--- src/rtl/noc_cfg_injector_if.sv ---
// Request and mesh-side signals of one noc_cfg_injector node.
// The slave modport is the injector; the master modport is the processor/mesh side.
interface noc_cfg_injector_if #(
  parameter int CFG_W = 11,
  parameter int DEPTH = 4
);
  localparam int CNT_W = $clog2(DEPTH) + 1;

  logic             req_valid;
  logic [CFG_W-1:0] req_word;
  logic             req_ready;
  logic             processor_ready;
  logic [CFG_W-1:0] configure;
  logic             busy;
  logic             done_pulse;
  logic             timeout_pulse;
  logic [CNT_W-1:0] fifo_count;

  modport slave (
    input  req_valid, req_word, processor_ready,
    output req_ready, configure, busy, done_pulse, timeout_pulse, fifo_count
  );

  modport master (
    output req_valid, req_word, processor_ready,
    input  req_ready, configure, busy, done_pulse, timeout_pulse, fifo_count
  );
endinterface

--- src/rtl/noc_cfg_injector.sv ---
// Per-node configure injector: FIFO of configure words, each held on the mesh
// configure input for HOLD_CYCLES, then tracked through accept/done on processor_ready.
module noc_cfg_injector #(
  parameter int CFG_W       = 11,
  parameter int DEPTH       = 4,
  parameter int HOLD_CYCLES = 3,
  parameter int TIMEOUT     = 64
) (
  input  logic                clock,
  input  logic                reset,
  noc_cfg_injector_if.slave   bus
);
  localparam int PTR_W  = $clog2(DEPTH);
  localparam int CNT_W  = $clog2(DEPTH) + 1;
  localparam int HOLD_W = $clog2(HOLD_CYCLES + 1);
  localparam int TMO_W  = $clog2(TIMEOUT);

  localparam logic [1:0] S_IDLE      = 2'd0;
  localparam logic [1:0] S_DRIVE     = 2'd1;
  localparam logic [1:0] S_WAIT_ACK  = 2'd2;
  localparam logic [1:0] S_WAIT_DONE = 2'd3;

  logic [CFG_W-1:0]  r_mem [DEPTH];
  logic [PTR_W-1:0]  r_wr_ptr;
  logic [PTR_W-1:0]  r_rd_ptr;
  logic [CNT_W-1:0]  r_count;
  logic [1:0]        r_state;
  logic [CFG_W-1:0]  r_cfg;
  logic [HOLD_W-1:0] r_hold;
  logic [TMO_W-1:0]  r_tmo;
  logic              r_done;
  logic              r_tmo_pulse;

  logic w_full;
  logic w_empty;
  logic w_push;
  logic w_pop;

  assign w_full  = (r_count == CNT_W'(DEPTH));
  assign w_empty = (r_count == '0);
  // Zero words complete the handshake but are never stored.
  assign w_push  = bus.req_valid && !w_full && (bus.req_word != '0);
  assign w_pop   = (r_state == S_IDLE) && !w_empty && bus.processor_ready;

  always_ff @(posedge clock) begin
    if (w_push) begin
      r_mem[r_wr_ptr] <= bus.req_word;
    end
  end

  always_ff @(posedge clock) begin
    if (reset) begin
      r_wr_ptr <= '0;
      r_rd_ptr <= '0;
      r_count  <= '0;
    end else begin
      if (w_push) begin
        r_wr_ptr <= r_wr_ptr + 1'b1;
      end
      if (w_pop) begin
        r_rd_ptr <= r_rd_ptr + 1'b1;
      end
      case ({w_push, w_pop})
        2'b10:   r_count <= r_count + 1'b1;
        2'b01:   r_count <= r_count - 1'b1;
        default: r_count <= r_count;
      endcase
    end
  end

  // Pulses default low each cycle and are raised only on the completing edge.
  always_ff @(posedge clock) begin
    if (reset) begin
      r_state     <= S_IDLE;
      r_cfg       <= '0;
      r_hold      <= '0;
      r_tmo       <= '0;
      r_done      <= 1'b0;
      r_tmo_pulse <= 1'b0;
    end else begin
      r_done      <= 1'b0;
      r_tmo_pulse <= 1'b0;
      case (r_state)
        S_IDLE: begin
          if (w_pop) begin
            r_cfg   <= r_mem[r_rd_ptr];
            r_hold  <= HOLD_W'(1);
            r_state <= S_DRIVE;
          end
        end
        S_DRIVE: begin
          if (r_hold == HOLD_W'(HOLD_CYCLES)) begin
            r_cfg   <= '0;
            r_tmo   <= '0;
            r_state <= S_WAIT_ACK;
          end else begin
            r_hold <= r_hold + 1'b1;
          end
        end
        S_WAIT_ACK: begin
          if (!bus.processor_ready) begin
            r_state <= S_WAIT_DONE;
          end else if (r_tmo == TMO_W'(TIMEOUT - 1)) begin
            r_tmo_pulse <= 1'b1;
            r_state     <= S_IDLE;
          end else begin
            r_tmo <= r_tmo + 1'b1;
          end
        end
        S_WAIT_DONE: begin
          if (bus.processor_ready) begin
            r_done  <= 1'b1;
            r_state <= S_IDLE;
          end
        end
        default: begin
          r_cfg   <= '0;
          r_state <= S_IDLE;
        end
      endcase
    end
  end

  assign bus.req_ready     = !w_full;
  assign bus.configure     = r_cfg;
  assign bus.busy          = (r_state != S_IDLE) || !w_empty;
  assign bus.done_pulse    = r_done;
  assign bus.timeout_pulse = r_tmo_pulse;
  assign bus.fifo_count    = r_count;
endmodule

--- src/flat_wrapper.sv ---
// flat-port wrapper written by rule: the top's interface ports become plain ports
module noc_cfg_injector_flat 
#(
  parameter int CFG_W       = 11,
  parameter int DEPTH       = 4,
  parameter int HOLD_CYCLES = 3,
  parameter int TIMEOUT     = 64
)
  (clock, reset, bus_req_valid, bus_req_word, bus_processor_ready, bus_req_ready, bus_configure, bus_busy, bus_done_pulse, bus_timeout_pulse, bus_fifo_count);
  noc_cfg_injector_if #(.CFG_W(CFG_W), .DEPTH(DEPTH)) bus_i ();
  input  logic clock;
  input  logic reset;
  input wire logic [$bits(bus_i.req_valid)-1:0] bus_req_valid;
  input wire logic [$bits(bus_i.req_word)-1:0] bus_req_word;
  input wire logic [$bits(bus_i.processor_ready)-1:0] bus_processor_ready;
  output wire logic [$bits(bus_i.req_ready)-1:0] bus_req_ready;
  output wire logic [$bits(bus_i.configure)-1:0] bus_configure;
  output wire logic [$bits(bus_i.busy)-1:0] bus_busy;
  output wire logic [$bits(bus_i.done_pulse)-1:0] bus_done_pulse;
  output wire logic [$bits(bus_i.timeout_pulse)-1:0] bus_timeout_pulse;
  output wire logic [$bits(bus_i.fifo_count)-1:0] bus_fifo_count;
  assign bus_i.req_valid = bus_req_valid;
  assign bus_i.req_word = bus_req_word;
  assign bus_i.processor_ready = bus_processor_ready;
  assign bus_req_ready = bus_i.req_ready;
  assign bus_configure = bus_i.configure;
  assign bus_busy = bus_i.busy;
  assign bus_done_pulse = bus_i.done_pulse;
  assign bus_timeout_pulse = bus_i.timeout_pulse;
  assign bus_fifo_count = bus_i.fifo_count;
  noc_cfg_injector #(.CFG_W(CFG_W), .DEPTH(DEPTH), .HOLD_CYCLES(HOLD_CYCLES), .TIMEOUT(TIMEOUT)) u_core (.clock(clock), .reset(reset), .bus(bus_i));
endmodule
--- config.mk ---
export PLATFORM = sky130hd
export DESIGN_NAME = noc_cfg_injector_flat
export DESIGN_NICKNAME = d
export VERILOG_FILES = /design/src/rtl/noc_cfg_injector_if.sv /design/src/rtl/noc_cfg_injector.sv /design/src/flat_wrapper.sv
export SDC_FILE = /design/constraint.sdc
export NUM_CORES = 1
export LEC_CHECK = 0
export BUFFER_PORTS_ARGS = -buffer_cell sky130_fd_sc_hd__buf_2
export CORE_MARGIN = 2
export CORE_UTILIZATION = 30
export DETAILED_ROUTE_END_ITERATION = 7
export GPL_TIMING_DRIVEN = 0
export HOLD_SLACK_MARGIN = 0.03
export PLACE_DENSITY = 0.58
export SYNTH_ARGS = -nofsm -noshare
export SYNTH_HDL_FRONTEND = slang
export SYNTH_SLANG_ARGS = --single-unit
--- constraint.sdc ---
create_clock -name clock -period 7.35 [get_ports clock]
set_input_delay 2.205 -clock clock [delete_from_list [all_inputs] [get_ports clock]]
set_output_delay 2.205 -clock clock [all_outputs]
set_load 0.01 [all_outputs]
==> results.md, run 1 <==
- Status: complete, no violations
- Final Cycle Share: 0.5651
- Final Hold Viols: 0
- # IOs: 33
- CTS resizes: 0
- Total global-route track usage: 0.1061
- Via/cell ratio: 4.627
- CP Capture Type: register
- Slew Limit Headroom: 0.5748
- # diodes: 0
- Placed cells: 367
- Mean post-synth cell area: 14.83 um2
- Vert. Die Dim: 103.9 um
- DRC Markers: 0
- Final Max Tran Viols: 0
- Core ar.: 0.009729 mm2
- Max Cap Viol: 0
- Root buf cell: clkbuf_8
- Sequential share of the synthesized area: 0.6550
- R2R Setup Slk: 4.90 ns
- Syn_nets: 225
- Synth Instances: 202
- Worst Hold Class: register to register
- Register Area: 0.001962 mm2
- Gpl congestion: 0.7436
- Crit-path max FO: 7
- Initial Util: 0.3079
- PwrDens: 323.6 mW/mm2
- Min cycle time layout: 4.154 ns
- Filler Cell Count: 947
- DR WL/cell: 14.20 um
- Post-synth ARST share: 0
- RSZ-0062 raised after global routing: no
- Final ANT Viol Nets: 0
- Top cell type's share of synthesized area: 0.4411
- Setup CP Type: input port to register
- Slew @ Worst Pin: 0.6379 ns
- Synth Cell Area: 0.002995 mm2
- Data required, critical path: 7.62 ns
- FF+latch count, synth: 76
- Nets: 268
- Non-Filler Instances: 383
- Synth top area cells: edfxtp_1, dfxtp_1, mux4_2, a22o_1, ha_1
- Post-CTS Setup Bufs: 0
- Vias: 1,772
- Iteration-0 DRC Markers: 55
- Post-synth top flop: edfxtp_1
- Vias in the first global route: 1,721
- Critical Path AT: 4.42 ns
- Layout cells sized above 1: 0.2640
- H-tree levels: 3
- Final setup violation count: 0
- Antenna violations before repair: 0
- Hold slack: 0.4773 ns
- Setup WS pre-CTS: 2.825 ns
- Max VDD drop: 82.96 uV
- Die Wd: 103.9 um
- TritonCTS Buffers: 9
- Hold Buf Count CTS: 0
- Grt total ovfl: 0
- Largest net degree at the start of global routing: 15
- Routed WL: 5.437 mm
- Post-synth cell types: 41
- Most frequent cells in the layout: edfxtp_1, buf_2, dfxtp_1
- Post-synth EDFFs: 44
- Setup slack after layout: 3.196 ns
- Util after Layout: 0.3607
- Startpoint Class: input port
- Commonest non-fill, non-tap cell in the layout: edfxtp_1
- Final Skew: 0.008661 ns
- Die area: 0.01080 mm2
- DP HPWL: 3.729 mm
- Site Rows: 36
- Max frequency: 240.7 MHz
- I/O Buffers: 32
- Later-pin clock latency in the skew report: 0.34 ns
- Warnings, synthesis: 0
- Sum Neg Setup Slack: 0 ns
- Multi-input logic area: 962.2 um2
- Syn-to-layout area delta: 17.17%
- Sink Count: 76
- Top cell type by total area after synthesis: edfxtp_1
- CTS tree: yes
- Leakage Power: 0.001238 uW
- Max Root-Sink Buffers: 2
- Clock edge transition at the registers on the reported setup and hold paths: 0.07 ns
- First-pass GRT wire length: 8.818 mm
- Pre-Repair DR Iteration Count: 4
## cells in the mapped netlist, types with 2 or more instances
cell type and instances:
edfxtp_1 44, dfxtp_1 32, a22o_1 11, mux4_2 11, nor2_1 11, a21oi_1 10, inv_1 9, ha_1 7
nand2_1 7, nand3_1 6, nor3_1 6, and2_1 4, clkbuf_1 4, nand3b_1 3, xnor2_1 3, a21o_1 2
a31oi_1 2, and4_1 2, mux2i_1 2, nor3b_1 2, nor4_1 2, o21ai_0 2, xor2_1 2
## worst max-delay path, cell delays in order
cell	delay [ns]
buf_2	0.13
nor4_1	0.47
a311oi_2	0.29
inv_1	0.11
ha_1	0.18
inv_1	0.06
fa_1	0.37
xor2_1	0.16
or3_1	0.30
a21oi_1	0.14
## path summary, 6_finish.rpt
check / from / endpoint / cells after the start
max reg2reg: u_core.bus.fifo_count[2]$_SDFFE_PP0P_ / u_core.bus.fifo_count[2]$_SDFFE_PP0P_ / 9
max: bus_req_word[1] / u_core.bus.fifo_count[2]$_SDFFE_PP0P_ / 10
min reg2reg: u_core.bus.configure[9]$_SDFFE_PP0P_ / u_core.bus.configure[9]$_SDFFE_PP0P_ / 1
min: u_core.bus.configure[9]$_SDFFE_PP0P_ / u_core.bus.configure[9]$_SDFFE_PP0P_ / 1
## area by class of cell
type / instances / area share
buffer: 6 / 0.008913
clock buffer: 11 / 0.04349
clock inverter: 5 / 0.009982
inverter: 10 / 0.01141
multi-input combinational: 110 / 0.2742
sequential: 76 / 0.5590
tap: 133 / 0.04742
timing repair buffer: 32 / 0.04563
## per-stage QoR
step | total power, uW | cell area [um2]
6_report | 1136 | 3510
5_1_grt | 1203 | 3510
4_1_cts | 1150 | 3510
3_5_place_dp | 855.7 | 3322
3_3_place_gp | 847.4 | 3322
2_1_floorplan | 764.6 | 2995
## power breakdown
part           internal (uW)  leakage [uW]  switching, uW
Combinational            138      0.000479            153
Sequential               516      0.000664           35.0
Clock                    144     0.0000948            151
## layer usage
metal | routed length [um] | track usage | up-vias | share of wire
met5 | 0 | 0 | - | 0
met4 | 96 | 0.04633 | 0 | 0.018
met3 | 179 | 0.03258 | 7 | 0.033
met2 | 2567 | 0.1673 | 28 | 0.47
met1 | 2594 | 0.1350 | 876 | 0.48
li1 | - | - | 861 | -
## state kept, by name, indices dropped and copies added (netlist names), named ones only
name,count
u_core.bus.timeout_pulse,1
u_core.bus.fifo_count,3
u_core.r_mem,44
u_core.bus.configure,11
u_core.r_tmo,6
u_core.r_rd_ptr,2
u_core.bus.done_pulse,1
u_core.r_state,2
u_core.r_wr_ptr,2
u_core.r_hold,2
## cell families (layout without fill, tap and decap cells)
group	after synthesis	after routing	share of synthesized area
xor+xnor	5	5	0.01462
simple gates	51	51	0.1007
mux	13	13	0.08939
compound gates	33	33	0.08062
flops	76	76	0.6550
buf+inv	16	64	0.02381
fa+ha+maj	8	8	0.03592
No activity file was read; power rests on OpenSTA's default activity.
==> inputs of run 2 (changes only) <==
--- a/config.mk
+++ b/config.mk
@@ -11,7 +11,7 @@
 export DETAILED_ROUTE_END_ITERATION = 7
 export GPL_TIMING_DRIVEN = 0
 export HOLD_SLACK_MARGIN = 0.03
-export PLACE_DENSITY = 0.58
+export PLACE_DENSITY = 0.6
 export SYNTH_ARGS = -nofsm -noshare
 export SYNTH_HDL_FRONTEND = slang
 export SYNTH_SLANG_ARGS = --single-unit
==> constraint.sdc (replaced) <==
create_clock -name clock -period 3.56 [get_ports clock]
set_input_delay 1.068 -clock clock [delete_from_list [all_inputs] [get_ports clock]]
set_output_delay 1.068 -clock clock [all_outputs]
set_load 0.01 [all_outputs]
==> results.md, run 2 (synthesis gave the netlist of run 1 again) <==
- Final Max Tran Viols: 0 (unchanged)
- Slew Limit Headroom: 0.5667 (was 0.5748)
- CP Capture Type: register (unchanged)
- First-pass GRT wire length: 8.604 mm (was 8.818 mm)
- Max Root-Sink Buffers: 2 (unchanged)
- Crit-path max FO: 7 (unchanged)
- Critical path's top delay family: simple AND/OR/NAND/NOR gates (unchanged)
- Setup CP Type: input port to register (unchanged)
- Combinational share of power: 0.252 (was 0.255)
- Most used cell, CP: inv_1 (unchanged)
- Final Hold Viols: 0 (unchanged)
- CP peak stage delay: 0.50 ns (was 0.47 ns)
- CTS resizes: 0 (unchanged)
- Net Sw Frac: 0.2870 (was 0.2982)
- Largest net degree at the start of global routing: 13 (was 15)
- Grt total ovfl: 0 (unchanged)
- # diodes: 0 (unchanged)
- Sum Neg Setup Slack: 0 ns (unchanged)
- RSZ-0062 raised after global routing: no (unchanged)
- Final ANT Viol Nets: 0 (unchanged)
- Total global-route track usage: 0.1051 (was 0.1061)
- CTS tree: yes (unchanged)
- Seq pwr share: 0.484 (was 0.485)
- Syn-to-layout area delta: 17.08% (was 17.17%)
- Clock power frac: 0.264 (was 0.260)
- Placed cell area: 0.003322 mm2 (unchanged)
- R2R Setup Slk: 1.20 ns (was 4.90 ns)
- DP HPWL: 3.632 mm (was 3.729 mm)
- Data required, critical path: 3.83 ns (was 7.62 ns)
- CP max stage cell: nor4_1 (unchanged)
- Tot Pwr: 2345 uW (was 1136 uW)
- Max frequency: 326.3 MHz
- TritonCTS Buffers: 9 (unchanged)
- Vert. Die Dim: 103.9 um (unchanged)
- Leakage Power: 0.001230 uW (was 0.001238 uW)
- Pre-Repair DR Iteration Count: 4 (unchanged)
- Final setup violation count: 0 (unchanged)
- Min cycle time layout: 3.065 ns
- DRC Markers: 0 (unchanged)
- Later-pin clock latency in the skew report: 0.34 ns (about the same)
- Buffers & Inverters on Critical Path: 3 (unchanged)
- Slew @ Worst Pin: 0.6499 ns (was 0.6379 ns)
- Post-CTS Setup Bufs: 0 (unchanged)
- Net Sw Power: 673.2 uW (was 338.7 uW)
- Max Cap Viol: 0 (unchanged)
- Routed WL: 5.222 mm (was 5.437 mm)
- Most frequent cells in the layout: edfxtp_1, buf_2, dfxtp_1 (unchanged)
- Die area: 0.01080 mm2 (unchanged)
- Sink Count: 76 (unchanged)
- Worst Hold Class: register to register (unchanged)
- Worst-path cell chain: buf_2 > nor4_1 > a311oi_2 > inv_1 > ha_1 > inv_1 > fa_1 > xor2_1 > or3_1 > a21oi_1 (unchanged)
- Nets: 268 (unchanged)
- Vias in the first global route: 1,661 (was 1,721)
- Vias: 1,721 (was 1,772)
- I/O Buffers: 32 (unchanged)
- Final instance area: 0.003507 mm2 (was 0.003510 mm2)
- Die Wd: 103.9 um (unchanged)
- DR WL/cell: 13.63 um (was 14.20 um)
- Gpl congestion: 0.7529 (was 0.7436)
- Core ar.: 0.009729 mm2 (unchanged)
- Final Cycle Share: 0.8609
- Site Rows: 36 (unchanged)
- Clock edge transition at the registers on the reported setup and hold paths: 0.07 ns (about the same)
- Hold Buf Count CTS: 0 (unchanged)
- # IOs: 33 (unchanged)
- Status: complete, no violations (unchanged)
- Iteration-0 DRC Markers: 79 (was 55)
- Layout cells sized above 1: 0.2560 (was 0.2640)
- Util after Layout: 0.3605 (was 0.3607)
- Root buf cell: clkbuf_8 (unchanged)
- Startpoint Class: input port (unchanged)
- Max VDD drop: 171.0 uV (was 82.96 uV)
- H-tree levels: 3 (unchanged)
- Via/cell ratio: 4.493 (was 4.627)
- Commonest non-fill, non-tap cell in the layout: edfxtp_1 (unchanged)
- Critical Path AT: 3.33 ns (was 4.42 ns)
- Pint: 1672 uW (was 797.1 uW)
- Initial Util: 0.3079 (unchanged)
- Final Skew: 0.005091 ns (was 0.008661 ns)
- Antenna violations before repair: 0 (unchanged)
- Max reg flops: 44 (unchanged)
- PwrDens: 668.7 mW/mm2 (was 323.6 mW/mm2)
- Largest Register: u_core.r_mem (unchanged)
==> run 2: cell types whose count changed in the layout (fill, tap and decap cells not counted) <==
cell        delta
clkbuf_1       +2
clkinvlp_4     +1
clkinv_2       -1
inv_6          -1
bufinv_16      +1
clkbuf_16      -1
clkinv_4       -1
==> run 2: metal layers <==
layer,vias to the layer above,wire length [um],GRT usage
met5,-,0,0
met4,0,102,0.07432
met3,7,240,0.03258
met2,30,2485,0.1593
met1,827,2394,0.1271
li1,857,-,-
==> run 2: worst register-to-register path: cells and delay by family (launching register included) <==
| family | cells | cell delay, ns |
|---|---|---|
| AO/OA/AOI/OAI | 2 | 0.31 |
| XOR/XNOR | 1 | 0.17 |
| adder cells (fa/ha/maj) | 2 | 0.56 |
| buffers and inverters | 2 | 0.17 |
| flip-flops | 1 | 0.38 |
| AND/OR/NAND/NOR | 2 | 0.72 |
==> run 2: worst paths after layout <==
check | cells past startpoint | startpoint | to
worst max register to register | 9 | u_core.bus.fifo_count[2]$_SDFFE_PP0P_ | u_core.bus.fifo_count[2]$_SDFFE_PP0P_
worst max-delay path | 10 | bus_req_word[1] | u_core.bus.fifo_count[2]$_SDFFE_PP0P_
worst min-delay path | 1 | u_core.bus.configure[7]$_SDFFE_PP0P_ | u_core.bus.configure[7]$_SDFFE_PP0P_
worst min register to register | 1 | u_core.bus.configure[7]$_SDFFE_PP0P_ | u_core.bus.configure[7]$_SDFFE_PP0P_
==> run 2: power groups by stage <==
| stage | clock network, uW | logic, uW | registers, uW |
|---|---|---|---|
| 3_5_place_dp | 0 | 601 | 1160 |
| 5_1_grt | 670 | 653 | 1150 |
| 2_1_floorplan | 0 | 413 | 1170 |
| 6_report | 620 | 590 | 1140 |
| 3_3_place_gp | 0 | 592 | 1150 |
| 4_1_cts | 637 | 603 | 1140 |
==> run 2: per-stage QoR <==
step | std cells | setup slack, ns | hold slack (ns)
floorplan | 202 | 0.6712 | 0.4502
global placement | 367 | 0.1608 | 0.4616
detailed placement | 367 | 0.1234 | 0.4613
CTS | 383 | 0.4765 | 0.4786
global route | 383 | 0.3420 | 0.4874
finish | 383 | 0.4953 | 0.4717
==> run 2: area by class of cell <==
type                       count  area [um2]
buffer                         6       31.28
fill                         953        6222
tap                          133       166.4
clock inverter                 4       50.05
inverter                      10       40.04
sequential                    76        1962
clock buffer                  12       135.1
multi-input combinational    110       962.2
timing repair buffer          32       160.2
==> inputs of run 3 (changes only) <==
--- a/config.mk
+++ b/config.mk
@@ -7,11 +7,11 @@
 export LEC_CHECK = 0
 export BUFFER_PORTS_ARGS = -buffer_cell sky130_fd_sc_hd__buf_2
 export CORE_MARGIN = 2
-export CORE_UTILIZATION = 30
+export CORE_UTILIZATION = 41
 export DETAILED_ROUTE_END_ITERATION = 7
 export GPL_TIMING_DRIVEN = 0
 export HOLD_SLACK_MARGIN = 0.03
-export PLACE_DENSITY = 0.6
+export PLACE_DENSITY = 0.73
 export SYNTH_ARGS = -nofsm -noshare
 export SYNTH_HDL_FRONTEND = slang
 export SYNTH_SLANG_ARGS = --single-unit
==> results.md, run 3 (synthesis gave the netlist of run 1 again) <==
- Grt total ovfl: 0 (unchanged)
- Final Hold Viols: 0 (unchanged)
- Die area: 0.008006 mm2 (was 0.01080 mm2)
- I/O Buffers: 32 (unchanged)
- Final setup violation count: 0 (unchanged)
- Syn-to-layout area delta: 16.21% (was 17.08%)
- Critical path's top delay family: simple AND/OR/NAND/NOR gates (unchanged)
- Post-CTS Setup Bufs: 0 (unchanged)
- Later-pin clock latency in the skew report: 0.35 ns (was 0.34 ns)
- Commonest non-fill, non-tap cell in the layout: edfxtp_1 (unchanged)
- Max frequency: 336.4 MHz (was 326.3 MHz)
- Vias: 1,704 (was 1,721)
- # IOs: 33 (unchanged)
- CTS tree: yes (unchanged)
- DRC Markers: 0 (unchanged)
- Via/cell ratio: 4.883 (was 4.493)
- First-pass GRT wire length: 7.859 mm (was 8.604 mm)
- CP Capture Type: register (unchanged)
- Max VDD drop: 221.3 uV (was 171.0 uV)
- Slew @ Worst Pin: 0.5601 ns (was 0.6499 ns)
- TritonCTS Buffers: 9 (unchanged)
- Crit-path max FO: 7 (unchanged)
- Antenna violations before repair: 0 (unchanged)
- Worst Hold Class: register to register (unchanged)
- Hold slack: 0.4787 ns (was 0.4717 ns)
- Filler Cell Count: 619 (was 953)
- Critical Path AT: 3.26 ns (was 3.33 ns)
- Vert. Die Dim: 89.48 um (was 103.9 um)
- Gpl congestion: 0.7388 (was 0.7529)
- Most frequent cells in the layout: edfxtp_1, buf_2, dfxtp_1 (unchanged)
- Site Rows: 31 (was 36)
- Root buf cell: clkbuf_8 (unchanged)
- PwrDens: 682.7 mW/mm2 (was 668.7 mW/mm2)
- DP HPWL: 3.568 mm (was 3.632 mm)
- Die Wd: 89.48 um (was 103.9 um)
- Final Max Tran Viols: 0 (unchanged)
- Largest net degree at the start of global routing: 14 (was 13)
- Slew Limit Headroom: 0.6266 (was 0.5667)
- Final Skew: 0.006898 ns (was 0.005091 ns)
- Tot Pwr: 2376 uW (was 2345 uW)
- # diodes: 0 (unchanged)
- CP max stage cell: nor4_1 (unchanged)
- Hold Buf Count CTS: 0 (unchanged)
- Max Cap Viol: 0 (unchanged)
- H-tree levels: 3 (unchanged)
- Core ar.: 0.007176 mm2 (was 0.009729 mm2)
- Max Root-Sink Buffers: 2 (unchanged)
- Sink Count: 76 (unchanged)
- Data required, critical path: 3.84 ns (was 3.83 ns)
- Routed WL: 5.039 mm (was 5.222 mm)
- Total global-route track usage: 0.1366 (was 0.1051)
- Setup WS pre-CTS: 0.1739 ns (was 0.1234 ns)
- Largest Register: u_core.r_mem (unchanged)
- Max reg flops: 44 (unchanged)
- Nets: 268 (unchanged)
- Iteration-0 DRC Markers: 98 (was 79)
- Leakage Power: 0.001242 uW (was 0.001230 uW)
- Initial Util: 0.4174 (was 0.3079)
- Most used cell, CP: inv_1 (unchanged)
- Setup slack after layout: 0.5870 ns (was 0.4953 ns)
- Status: complete, no violations (unchanged)
- Final Cycle Share: 0.8351 (was 0.8609)
- Buffers & Inverters on Critical Path: 3 (unchanged)
- RSZ-0062 raised after global routing: no (unchanged)
- CTS resizes: 0 (unchanged)
- Vias in the first global route: 1,604 (was 1,661)
- Pre-Repair DR Iteration Count: 4 (unchanged)
- DR WL/cell: 14.44 um (was 13.63 um)
- Clock edge transition at the registers on the reported setup and hold paths: 0.07 ns (about the same)
- Layout cells sized above 1: 0.2680 (was 0.2560)
- Min cycle time layout: 2.973 ns (was 3.065 ns)
- CP peak stage delay: 0.44 ns (was 0.50 ns)
- Sum Neg Setup Slack: 0 ns (unchanged)
- Worst-path cell chain: buf_2 > nor4_1 > a311oi_2 > inv_1 > ha_1 > inv_1 > fa_1 > xor2_1 > or3_1 > a21oi_1 (unchanged)
- Startpoint Class: input port (unchanged)
- Final ANT Viol Nets: 0 (unchanged)
- Setup CP Type: input port to register (unchanged)
==> run 3: power breakdown <==
part	switching, uW	internal (uW)
combinational	305	285
clock	308	341
sequential	73.3	1070
total	686	1690
==> run 3: worst paths after layout <==
kind | slack [ns] | startpoint | cells after the start | end
min reg2reg | 0.48 | u_core.bus.configure[6]$_SDFFE_PP0P_ | 1 | u_core.bus.configure[6]$_SDFFE_PP0P_
min | 0.48 | u_core.bus.configure[6]$_SDFFE_PP0P_ | 1 | u_core.bus.configure[6]$_SDFFE_PP0P_
max | 0.59 | bus_req_word[1] | 10 | u_core.bus.fifo_count[2]$_SDFFE_PP0P_
max reg2reg | 1.21 | u_core.bus.fifo_count[2]$_SDFFE_PP0P_ | 9 | u_core.bus.fifo_count[2]$_SDFFE_PP0P_
==> run 3: stage by stage <==
stage,std cells,util,area (um2)
after floorplan,202,-,2995
after global placement,333,0.4570,3279
after detailed placement,333,0.4570,3279
after CTS,349,0.4851,3481
after global routing,349,0.4851,3481
final,349,0.4851,3481
==> run 3: worst register-to-register path: stages (launching register included) <==
cell and delay, ns:
dfxtp_1 0.37, nor3b_1 0.40, a311oi_2 0.17, inv_1 0.11
ha_1 0.17, inv_1 0.06, fa_1 0.38, xor2_1 0.16
or3_1 0.31, a21oi_1 0.15
==> run 3: cell type report <==
class | count | area [um2] | area share
Multi-Input combinational cell | 110 | 962.2 | 0.2764
Buffer | 6 | 31.28 | 0.008986
Inverter | 10 | 40.04 | 0.01150
Clock inverter | 6 | 63.81 | 0.01833
Tap cell | 99 | 123.9 | 0.03559
Timing Repair Buffer | 32 | 160.2 | 0.04601
Sequential cell | 76 | 1962 | 0.5636
Clock buffer | 10 | 137.6 | 0.03954
==> run 3: metal layers <==
layer  vias up  global-route usage  share of wire
met1       804              0.1720           0.45
met4         0             0.06106          0.024
met5         -                   0              0
met2        33              0.2088           0.47
li1        858                   -              -
met3         9             0.05448          0.057
